<file path="src/rtl/imem_loader_if.sv">
// Byte-stream handshake and instruction-memory write bus of the imem loader.
interface imem_loader_if #(
  parameter int unsigned ADDR_W = 8
) ();
  logic              in_valid;
  logic [7:0]        in_data;
  logic              in_ready;
  logic              mem_we;
  logic [ADDR_W-1:0] mem_addr;
  logic [31:0]       mem_wdata;

  modport master (
    output in_valid, in_data,
    input  in_ready, mem_we, mem_addr, mem_wdata
  );

  modport slave (
    input  in_valid, in_data,
    output in_ready, mem_we, mem_addr, mem_wdata
  );
endinterface

</file>
<file path="src/rtl/imem_loader.sv">
// Loads a big-endian program image from a byte stream into instruction memory,
// holding the core stalled until done. Optional trailing checksum: IMEM_LOADER_CHECKSUM_EN.
module imem_loader #(
  parameter int unsigned ADDR_W = 8
) (
  input  logic        clock,
  input  logic        reset,
  input  logic        start,
  imem_loader_if.slave bus,
  output logic        cpu_hold,
  output logic        busy,
  output logic        done,
  output logic        error
);

  localparam int unsigned LEN_W = 16;
  localparam logic [LEN_W:0] MAX_WORDS = (LEN_W+1)'(2 ** ADDR_W);

  typedef enum logic [2:0] {
    S_IDLE,
    S_LEN_HI,
    S_LEN_LO,
    S_DATA,
`ifdef IMEM_LOADER_CHECKSUM_EN
    S_CSUM,
`endif
    S_FINISH,
    S_DONE,
    S_ERR
  } state_t;

`ifdef IMEM_LOADER_CHECKSUM_EN
  localparam state_t S_POST_DATA = S_CSUM;
`else
  localparam state_t S_POST_DATA = S_FINISH;
`endif

  state_t            state_q, state_d;
  logic [7:0]        len_hi_q, len_hi_d;
  logic [LEN_W-1:0]  words_left_q, words_left_d;
  logic [LEN_W-1:0]  len_c;
  logic [1:0]        lane_q, lane_d;
  logic [23:0]       word_q, word_d;
  logic [ADDR_W-1:0] addr_q, addr_d;
  logic              xfer_c;
  logic              mem_we_d;
  logic [ADDR_W-1:0] mem_addr_d;
  logic [31:0]       mem_wdata_d;
  logic              in_ready_d, cpu_hold_d, busy_d, done_d, error_d;
`ifdef IMEM_LOADER_CHECKSUM_EN
  logic [7:0]        csum_q, csum_d;
`endif

  // Next-state and next-output logic
  always_comb begin
    state_d      = state_q;
    len_hi_d     = len_hi_q;
    words_left_d = words_left_q;
    lane_d       = lane_q;
    word_d       = word_q;
    addr_d       = addr_q;
    mem_we_d     = 1'b0;
    mem_addr_d   = bus.mem_addr;
    mem_wdata_d  = bus.mem_wdata;
`ifdef IMEM_LOADER_CHECKSUM_EN
    csum_d       = csum_q;
`endif
    xfer_c       = bus.in_valid && bus.in_ready;
    len_c        = {len_hi_q, bus.in_data};

    case (state_q)
      S_IDLE, S_DONE, S_ERR: begin
        if (start) begin
          state_d = S_LEN_HI;
          addr_d  = '0;
          lane_d  = '0;
`ifdef IMEM_LOADER_CHECKSUM_EN
          csum_d  = '0;
`endif
        end
      end
      S_LEN_HI: begin
        if (xfer_c) begin
          len_hi_d = bus.in_data;
          state_d  = S_LEN_LO;
        end
      end
      S_LEN_LO: begin
        if (xfer_c) begin
          words_left_d = len_c;
          if (len_c == '0)                 state_d = S_POST_DATA;
          else if ({1'b0, len_c} > MAX_WORDS) state_d = S_ERR;
          else                             state_d = S_DATA;
        end
      end
      S_DATA: begin
        if (xfer_c) begin
`ifdef IMEM_LOADER_CHECKSUM_EN
          csum_d = csum_q ^ bus.in_data;
`endif
          lane_d = 2'(lane_q + 2'd1);
          case (lane_q)
            2'd0: word_d[23:16] = bus.in_data;
            2'd1: word_d[15:8]  = bus.in_data;
            2'd2: word_d[7:0]   = bus.in_data;
            default: begin
              mem_we_d     = 1'b1;
              mem_addr_d   = addr_q;
              mem_wdata_d  = {word_q, bus.in_data};
              addr_d       = ADDR_W'(addr_q + 1'b1);
              words_left_d = LEN_W'(words_left_q - 1'b1);
              if (words_left_q == LEN_W'(1)) state_d = S_POST_DATA;
            end
          endcase
        end
      end
`ifdef IMEM_LOADER_CHECKSUM_EN
      S_CSUM: begin
        if (xfer_c) state_d = (bus.in_data == csum_q) ? S_FINISH : S_ERR;
      end
`endif
      S_FINISH: state_d = S_DONE;
      default:  state_d = S_IDLE;
    endcase

    // Status outputs are registered copies of the decode of the next state
    in_ready_d = (state_d == S_LEN_HI) || (state_d == S_LEN_LO) || (state_d == S_DATA)
`ifdef IMEM_LOADER_CHECKSUM_EN
                 || (state_d == S_CSUM)
`endif
                 ;
    busy_d     = in_ready_d || (state_d == S_FINISH);
    done_d     = (state_d == S_DONE);
    error_d    = (state_d == S_ERR);
    cpu_hold_d = (state_d != S_DONE);
  end

  // State and output registers
  always_ff @(posedge clock) begin
    if (reset) begin
      state_q       <= S_IDLE;
      len_hi_q      <= '0;
      words_left_q  <= '0;
      lane_q        <= '0;
      word_q        <= '0;
      addr_q        <= '0;
`ifdef IMEM_LOADER_CHECKSUM_EN
      csum_q        <= '0;
`endif
      bus.in_ready  <= 1'b0;
      bus.mem_we    <= 1'b0;
      bus.mem_addr  <= '0;
      bus.mem_wdata <= '0;
      cpu_hold      <= 1'b1;
      busy          <= 1'b0;
      done          <= 1'b0;
      error         <= 1'b0;
    end else begin
      state_q       <= state_d;
      len_hi_q      <= len_hi_d;
      words_left_q  <= words_left_d;
      lane_q        <= lane_d;
      word_q        <= word_d;
      addr_q        <= addr_d;
`ifdef IMEM_LOADER_CHECKSUM_EN
      csum_q        <= csum_d;
`endif
      bus.in_ready  <= in_ready_d;
      bus.mem_we    <= mem_we_d;
      bus.mem_addr  <= mem_addr_d;
      bus.mem_wdata <= mem_wdata_d;
      cpu_hold      <= cpu_hold_d;
      busy          <= busy_d;
      done          <= done_d;
      error         <= error_d;
    end
  end

endmodule
</file>
<file path="src/flat_wrapper.sv">
// flat-port wrapper written by rule: the top's interface ports become plain ports
module imem_loader_flat 
#(
  parameter int unsigned ADDR_W = 8
)
  (clock, reset, start, cpu_hold, busy, done, error, bus_in_valid, bus_in_data, bus_in_ready, bus_mem_we, bus_mem_addr, bus_mem_wdata);
  imem_loader_if #(.ADDR_W(ADDR_W)) bus_i ();
  input  logic clock;
  input  logic reset;
  input  logic start;
  output logic cpu_hold;
  output logic busy;
  output logic done;
  output logic error;
  input wire logic [$bits(bus_i.in_valid)-1:0] bus_in_valid;
  input wire logic [$bits(bus_i.in_data)-1:0] bus_in_data;
  output wire logic [$bits(bus_i.in_ready)-1:0] bus_in_ready;
  output wire logic [$bits(bus_i.mem_we)-1:0] bus_mem_we;
  output wire logic [$bits(bus_i.mem_addr)-1:0] bus_mem_addr;
  output wire logic [$bits(bus_i.mem_wdata)-1:0] bus_mem_wdata;
  assign bus_i.in_valid = bus_in_valid;
  assign bus_i.in_data = bus_in_data;
  assign bus_in_ready = bus_i.in_ready;
  assign bus_mem_we = bus_i.mem_we;
  assign bus_mem_addr = bus_i.mem_addr;
  assign bus_mem_wdata = bus_i.mem_wdata;
  imem_loader #(.ADDR_W(ADDR_W)) u_core (.clock(clock), .reset(reset), .start(start), .bus(bus_i), .cpu_hold(cpu_hold), .busy(busy), .done(done), .error(error));
endmodule
</file>
<file path="config.mk">
export PLATFORM = sky130hd
export DESIGN_NAME = imem_loader_flat
export DESIGN_NICKNAME = d
export VERILOG_FILES = /design/src/rtl/imem_loader_if.sv /design/src/rtl/imem_loader.sv /design/src/flat_wrapper.sv
export SDC_FILE = /design/constraint.sdc
export NUM_CORES = 1
export LEC_CHECK = 0
export CAP_MARGIN = 25
export CORE_ASPECT_RATIO = 0.75
export CORE_MARGIN = 2
export CORE_UTILIZATION = 30
export CTS_CLUSTER_DIAMETER = 60
export DETAILED_ROUTE_END_ITERATION = 8
export GPL_TIMING_DRIVEN = 0
export SLEW_MARGIN = 40
export SYNTH_ARGS = -nofsm -noshare
export SYNTH_HDL_FRONTEND = slang
export SYNTH_SLANG_ARGS = --single-unit
</file>
<file path="constraint.sdc">
create_clock -name clock -period 2.5 [get_ports clock]
set_clock_uncertainty 0.1 [all_clocks]
set_input_delay 0.75 -clock clock [delete_from_list [all_inputs] [get_ports clock]]
set_output_delay 0.75 -clock clock [all_outputs]
set_load 0.02 [all_outputs]
</file>
======== After elaboration in Yosys (flattened, before gate mapping) ========
Index checks and enable logic that the tools add are counted.
word-level totals
  output and inout port bits .............. 46
  register bits after elaboration ......... 107
  logic and storage cells ................. 84
operators by class
  eq/ne operators ......................... 20
  magnitude comparators ................... 1
  muxes and demuxes ....................... 21
  add/sub/neg operators ................... 3
  reduce and logical (&&, ||, !) cells .... 20
  bitwise operators ....................... 3
operator list
  operator                                                        number
  2-to-1 mux 16 bit                                               3
  case mux 16 bit (2 select lines)                                1
  2-to-1 mux 3 bit                                                8
  2-to-1 mux 8 bit                                                3
  equality test 3 bit, second input constant                      6
  equality test 16 x 1 -> 1 bit, second input constant            1
  greater-than comparator 16 x 9 -> 1 bit, second input constant  1
  zero test 16 bit                                                1
  case mux 8 bit (2 select lines)                                 1
  subtractor 16 x 1 -> 16 bit, second input constant              1
  case mux 3 bit (5 select lines)                                 1
  AND reduction 3 bit                                             5
  equality test 3 x 2 -> 1 bit, second input constant             4
  OR reduction 3 bit                                              3
  adder 8 x 1 -> 8 bit, second input constant                     1
  AND reduction 4 bit                                             2
  equality test 3 x 1 -> 1 bit, second input constant             2
  2-to-1 mux 2 bit                                                2
  != test 2 x 1 -> 1 bit, second input constant                   2
  != test 2 bit, second input constant                            2
  case mux 2 bit (2 select lines)                                 1
  nonzero test 2 bit                                              2
  zero test 3 bit                                                 1
  logical OR 1 bit                                                3
  9 further kinds                                                 11

======== Longest topological paths before layout ========
  word-level depth ........................ 9
  mapped depth ............................ 9

======== Least setup slack after synthesis ========
Ideal clock, no wire load.
  path kind ............................... input to register
  start ................................... in bus_in_data[0]
  end ..................................... reg u_core.busy
  data required time ...................... 2328 ps
  data arrival time ....................... 1939 ps
  stages .................................. 5
  slack ................................... 389 ps
  cell sequence ........................... nor4_1 > nand2_1 > o31a_1 > nor4_2 > mux2i_1
between the ends
  cells in the longest elaborated chain, start to end .. 9
  elaborated cells between the ends (all ways) .. 13
RTL lines
  item                                                                          RTL line            RTL
  start, declared                                                               flat_wrapper.sv:16  input wire logic [$bits(bus_i.in_data)-1:0] bus_in_data;
  greater-than comparator 16 x 9 -> 1 bit                                       imem_loader.sv:92   else if ({1'b0, len_c} > MAX_WORDS) state_d = S_ERR;
  2-to-1 mux 3 bit                                                              imem_loader.sv:92
  2-to-1 mux 3 bit (*)                                                          imem_loader.sv:91   if (len_c == '0) state_d = S_POST_DATA;
  2-to-1 mux 3 bit (*)                                                          imem_loader.sv:89   if (xfer_c) begin
  case mux 3 bit (5 select lines) (*)                                           imem_loader.sv:71   case (state_q)
  equality test 3 x 1 -> 1 bit or equality test 3 x 2 -> 1 bit (tied branches)  imem_loader.sv:127  in_ready_d = (state_d == S_LEN_HI) || (state_d == S_LEN_LO) || (state_d == S_DATA)
  logical OR 1 bit (2 in a row)                                                 imem_loader.sv:127
  logical OR 1 bit (*)                                                          imem_loader.sv:132  busy_d = in_ready_d || (state_d == S_FINISH);
  end signal, assigned                                                          imem_loader.sv:173  busy <= busy_d;
  end, declared                                                                 imem_loader.sv:11   output logic busy,
Mark *: on every way between the ends. The rest lies on a longest branch, timed or not.
A chain may end at the register's enable or synchronous reset.

======== Worst setup path in the final report ========
  start ................................... in bus_in_valid
  end ..................................... reg u_core.bus.mem_wdata[21]
between the ends
  cells in the longest elaborated chain, start to end .. 2
RTL lines
  item                           RTL line              RTL
  start, declared                flat_wrapper.sv:15    input wire logic [$bits(bus_i.in_valid)-1:0] bus_in_valid;
  logical AND 1 bit              imem_loader.sv:68     xfer_c = bus.in_valid && bus.in_ready;
  AND reduction 3 bit (no line)  n/a
  end signal, assigned           imem_loader.sv:171    bus.mem_wdata <= mem_wdata_d;
  end, declared                  imem_loader_if.sv:19  output in_ready, mem_we, mem_addr, mem_wdata
Every way passes these cells.

==> impl_metrics.json <==
{
  "worstPathArrival_ns": 2.60,
  "holdBufCountCts": 0,
  "core_area_sq_um": 15100,
  "synth_fa_ha_area_share_pct": 1.90,
  "drive_gt1_share_pct": 7.74,
  "vias": 4320,
  "postRouteAntennaNets": 0,
  "htreeDepth": 3,
  "final_common_cell": "nand2_1",
  "period_needed_ns": 2.41,
  "setup_viol": 0,
  "synth_seq_area_share_pct": 46.5,
  "async_reset_ff_share_pct": 0,
  "antenna_found_initial": 0,
  "tns_ns": 0,
  "p_per_area_nw_per_um2": 591,
  "r2r_cells": 7,
  "grt_use_total_pct": 16.5,
  "status": "finished clean",
  "rsz0062_at_grt": "yes",
  "cts_tree": "built",
  "ys.flop_type": "dfxtp_1",
  "dp_hpwl_microns": 9380,
  "pin_count": 58,
  "grt.overflow.total": 0,
  "max_cap_viol_count": 0,
  "synth_nets": 594,
  "syn_area_sq_um": 4610,
  "route.detailed.drc": 0,
  "fill_cells": 1561,
  "numCtsBuffers": 9,
  "synth_top_family_by_area": "simple AND/OR/NAND/NOR gates",
  "hold_viol_final": 0,
  "root_buffer": "clkbuf_16",
  "hold_depth": 2,
  "hp-start": "u_core.bus.mem_wdata[15]$_SDFFE_PP0P_",
  "r2r-start": "u_core.state_q[2]$_SDFF_PP0_",
  "worstSetupStartpointType": "primary input",
  "min_path_type": "register to register",
  "die-area_sq_um": 16400,
  "synth_cell_types": 55,
  "regArea_sq_um": 2140,
  "gp_congestion": 0.886,
  "p_comb_share_pct": 6.6,
  "p_total_mw": 3.41,
  "fmax_ghz": 0.415,
  "finalMaxSlewViolations": 0,
  "grt_pass1_vias": 4112,
  "slew_headroom_pct": 54.2,
  "regToRegSetupSlack_ns": 0.25,
  "grt_max_degree": 17,
  "synth_edf_count": 0,
  "pwr-share-clk_pct": 42.8,
  "first_pass_iters": 5,
  "reg2reg_to": "u_core.words_left_q[3]$_SDFFE_PP0P_",
  "hold_path_end": "u_core.bus.mem_wdata[15]$_SDFFE_PP0P_",
  "dpl_worst_slack_ns": -0.656,
  "crit_top_cell": "buf_2",
  "path_max_fanout": 10,
  "p_int_mw": 2.61,
  "yosysWarnings": 0,
  "area_delta_synth_final_pct": 25.2,
  "multi_input_area_sq_um": 2290,
  "syn_inst": 575,
  "power.net_switching_mw": 0.798,
  "cts.clk_slew.worst_paths_ns": 0.07,
  "synth-compound-area-share_pct": 18.6,
  "drtIter0Drc": 497,
  "crit_chain": "clkdlybuf4s50_1 -> nand4b_1 -> a21o_1 -> buf_2 -> nor2_4 -> buf_2 -> nand2_1 -> a21oi_1",
  "dieHeight_microns": 111,
  "wirelength_microns": 13300,
  "final_net_count": 661,
  "grt_pass1_wl_microns": 21500,
  "synth_mux_area_share_pct": 1.95,
  "postSynthAreaPerCell_sq_um": 8.02,
  "yosys.area_share.simple_pct": 26.0,
  "numPortBuffers": 56,
  "crit_path_top_delay_cell": "clkdlybuf4s50_1",
  "wl_per_cell_microns": 15.7,
  "slowest_delay_ns": 0.50,
  "via_per_inst": 5.08,
  "worst_slack_ns": 0.0890,
  "max-vdd-ir-drop_mv": 0.381,
  "initial_utilization_pct": 30.5,
  "critPathRequiredTime_ns": 2.68,
  "power_frac_seq_pct": 50.6,
  "post-route-util_pct": 38.2,
  "die_w_microns": 147,
  "clock-sinks": 107,
  "swShare_pct": 23.4,
  "startpoint": "bus_in_valid",
  "diodes": 0,
  "clk_latency_ns": 0.35,
  "cp-end-kind": "register",
  "leakagePower_nw": 1.91,
  "synth_seq_cells": 107,
  "path_class": "primary input to register",
  "synth_xor_area_share_pct": 0.380,
  "fin_crit_sh_pct": 96.4,
  "layout_common_cells": "nand2_1 (120), dfxtp_1 (107), a21oi_1 (91)",
  "tightest_slew_ns": 0.679,
  "row_count": 39,
  "clockBufferDepth": 2
}
==> synthesized netlist by cell type, types with 5 or more instances <==
| cell type | instances | area (sq um) |
|---|---|---|
| a21o_1 | 7 | 52.6 |
| a21oi_1 | 91 | 455 |
| a22oi_1 | 5 | 37.5 |
| buf_2 | 16 | 80.1 |
| clkbuf_1 | 25 | 93.8 |
| dfxtp_1 | 107 | 2140 |
| ha_1 | 7 | 87.6 |
| inv_1 | 9 | 33.8 |
| mux2i_1 | 9 | 90.1 |
| nand2_1 | 120 | 450 |
| nand3_1 | 30 | 150 |
| nand4_1 | 5 | 31.3 |
| nor2_1 | 38 | 143 |
| nor3_1 | 10 | 50.1 |
| nor4_1 | 5 | 31.3 |
| o21ai_0 | 19 | 95.1 |
| o21ai_1 | 5 | 25.0 |
| or3_1 | 6 | 37.5 |
==> cell families after synthesis <==
family                   Yosys count
XOR/XNOR                           2
AO/OA/AOI/OAI                    150
flip-flops                       107
buffers and inverters             51
adder cells (fa/ha/maj)            7
multiplexers                       9
AND/OR/NAND/NOR                  249
==> worst max-delay path: cells and delay by family <==
family,cells,cell delay (ns)
AO/OA/AOI/OAI,2,0.35
AND/OR/NAND/NOR,3,0.54
buffers and inverters,3,0.95
==> power groups by stage <==
| stage | Combinational, mW | Clock [mW] | Sequential (mW) |
|---|---|---|---|
| CTS | 0.219 | 1.49 | 1.73 |
| global route | 0.244 | 1.55 | 1.73 |
| floorplan | 0.125 | 0 | 1.77 |
| detailed placement | 0.219 | 0 | 1.77 |
| global placement | 0.215 | 0 | 1.77 |
| finish | 0.224 | 1.46 | 1.73 |
==> how the worst max path moves through the flow <==
| stage | cells after the start | slack, ns | endpoint |
|---|---|---|---|
| floorplan | 5 | 0.39 | u_core.busy$_SDFF_PP0_ |
| global placement | 6 | -0.64 | u_core.busy$_SDFF_PP0_ |
| detailed placement | 6 | -0.66 | u_core.busy$_SDFF_PP0_ |
| CTS | 7 | 0.006 | u_core.bus.mem_wdata[1]$_SDFFE_PP0P_ |
| global route | 8 | -0.02 | u_core.bus.mem_wdata[1]$_SDFFE_PP0P_ |
| finish | 8 | 0.09 | u_core.bus.mem_wdata[21]$_SDFFE_PP0P_ |
==> cell type report <==
| cell class | count | share of cell area (%) |
|---|---|---|
| Multi-Input combinational cell | 417 | 39.6 |
| Sequential cell | 107 | 37.1 |
| Clock inverter | 4 | 0.867 |
| Buffer | 41 | 3.29 |
| Timing Repair Buffer | 57 | 9.73 |
| Tap cell | 205 | 4.44 |
| Inverter | 9 | 0.585 |
| Clock buffer | 11 | 4.38 |
==> flip-flops by register name (all words and copies together) (netlist names) <==
| name | count |
|---|---|
| u_core.bus.in_ready | 1 |
| u_core.error | 1 |
| u_core.word_q | 24 |
| u_core.bus.mem_wdata | 32 |
| u_core.len_hi_q | 8 |
| u_core.busy | 1 |
| u_core.words_left_q | 16 |
| u_core.cpu_hold | 1 |
| u_core.addr_q | 8 |
| u_core.bus.mem_we | 1 |
| u_core.state_q | 3 |
| u_core.lane_q | 2 |
| u_core.bus.mem_addr | 8 |
| u_core.done | 1 |
==> per-stage QoR <==
stage          area (sq um)  instances  hold slack (ns)
6_report               5770        851            0.354
3_3_place_gp           5430        836            0.346
5_1_grt                5770        851            0.374
3_5_place_dp           5430        836            0.345
2_1_floorplan          4610        575            0.332
4_1_cts                5750        851            0.355
==> per-layer routing <==
layer	part of all wire [%]	GRT usage, %	vias to the layer above
met1	49	23.9	2034
met3	6.3	3.85	20
li1	-	-	2121
met4	1.6	4.29	0
met5	0	0	-
met2	43	24.7	145
==> repair_timing <==
action,CTS,global route
setup endpoints to repair,40,46
pin swaps,0,1
gates resized for setup,12,7
gates cloned,0,0
setup buffers,0,1
hold endpoints to repair,0,0
No activity file was read; power rests on OpenSTA's default activity.
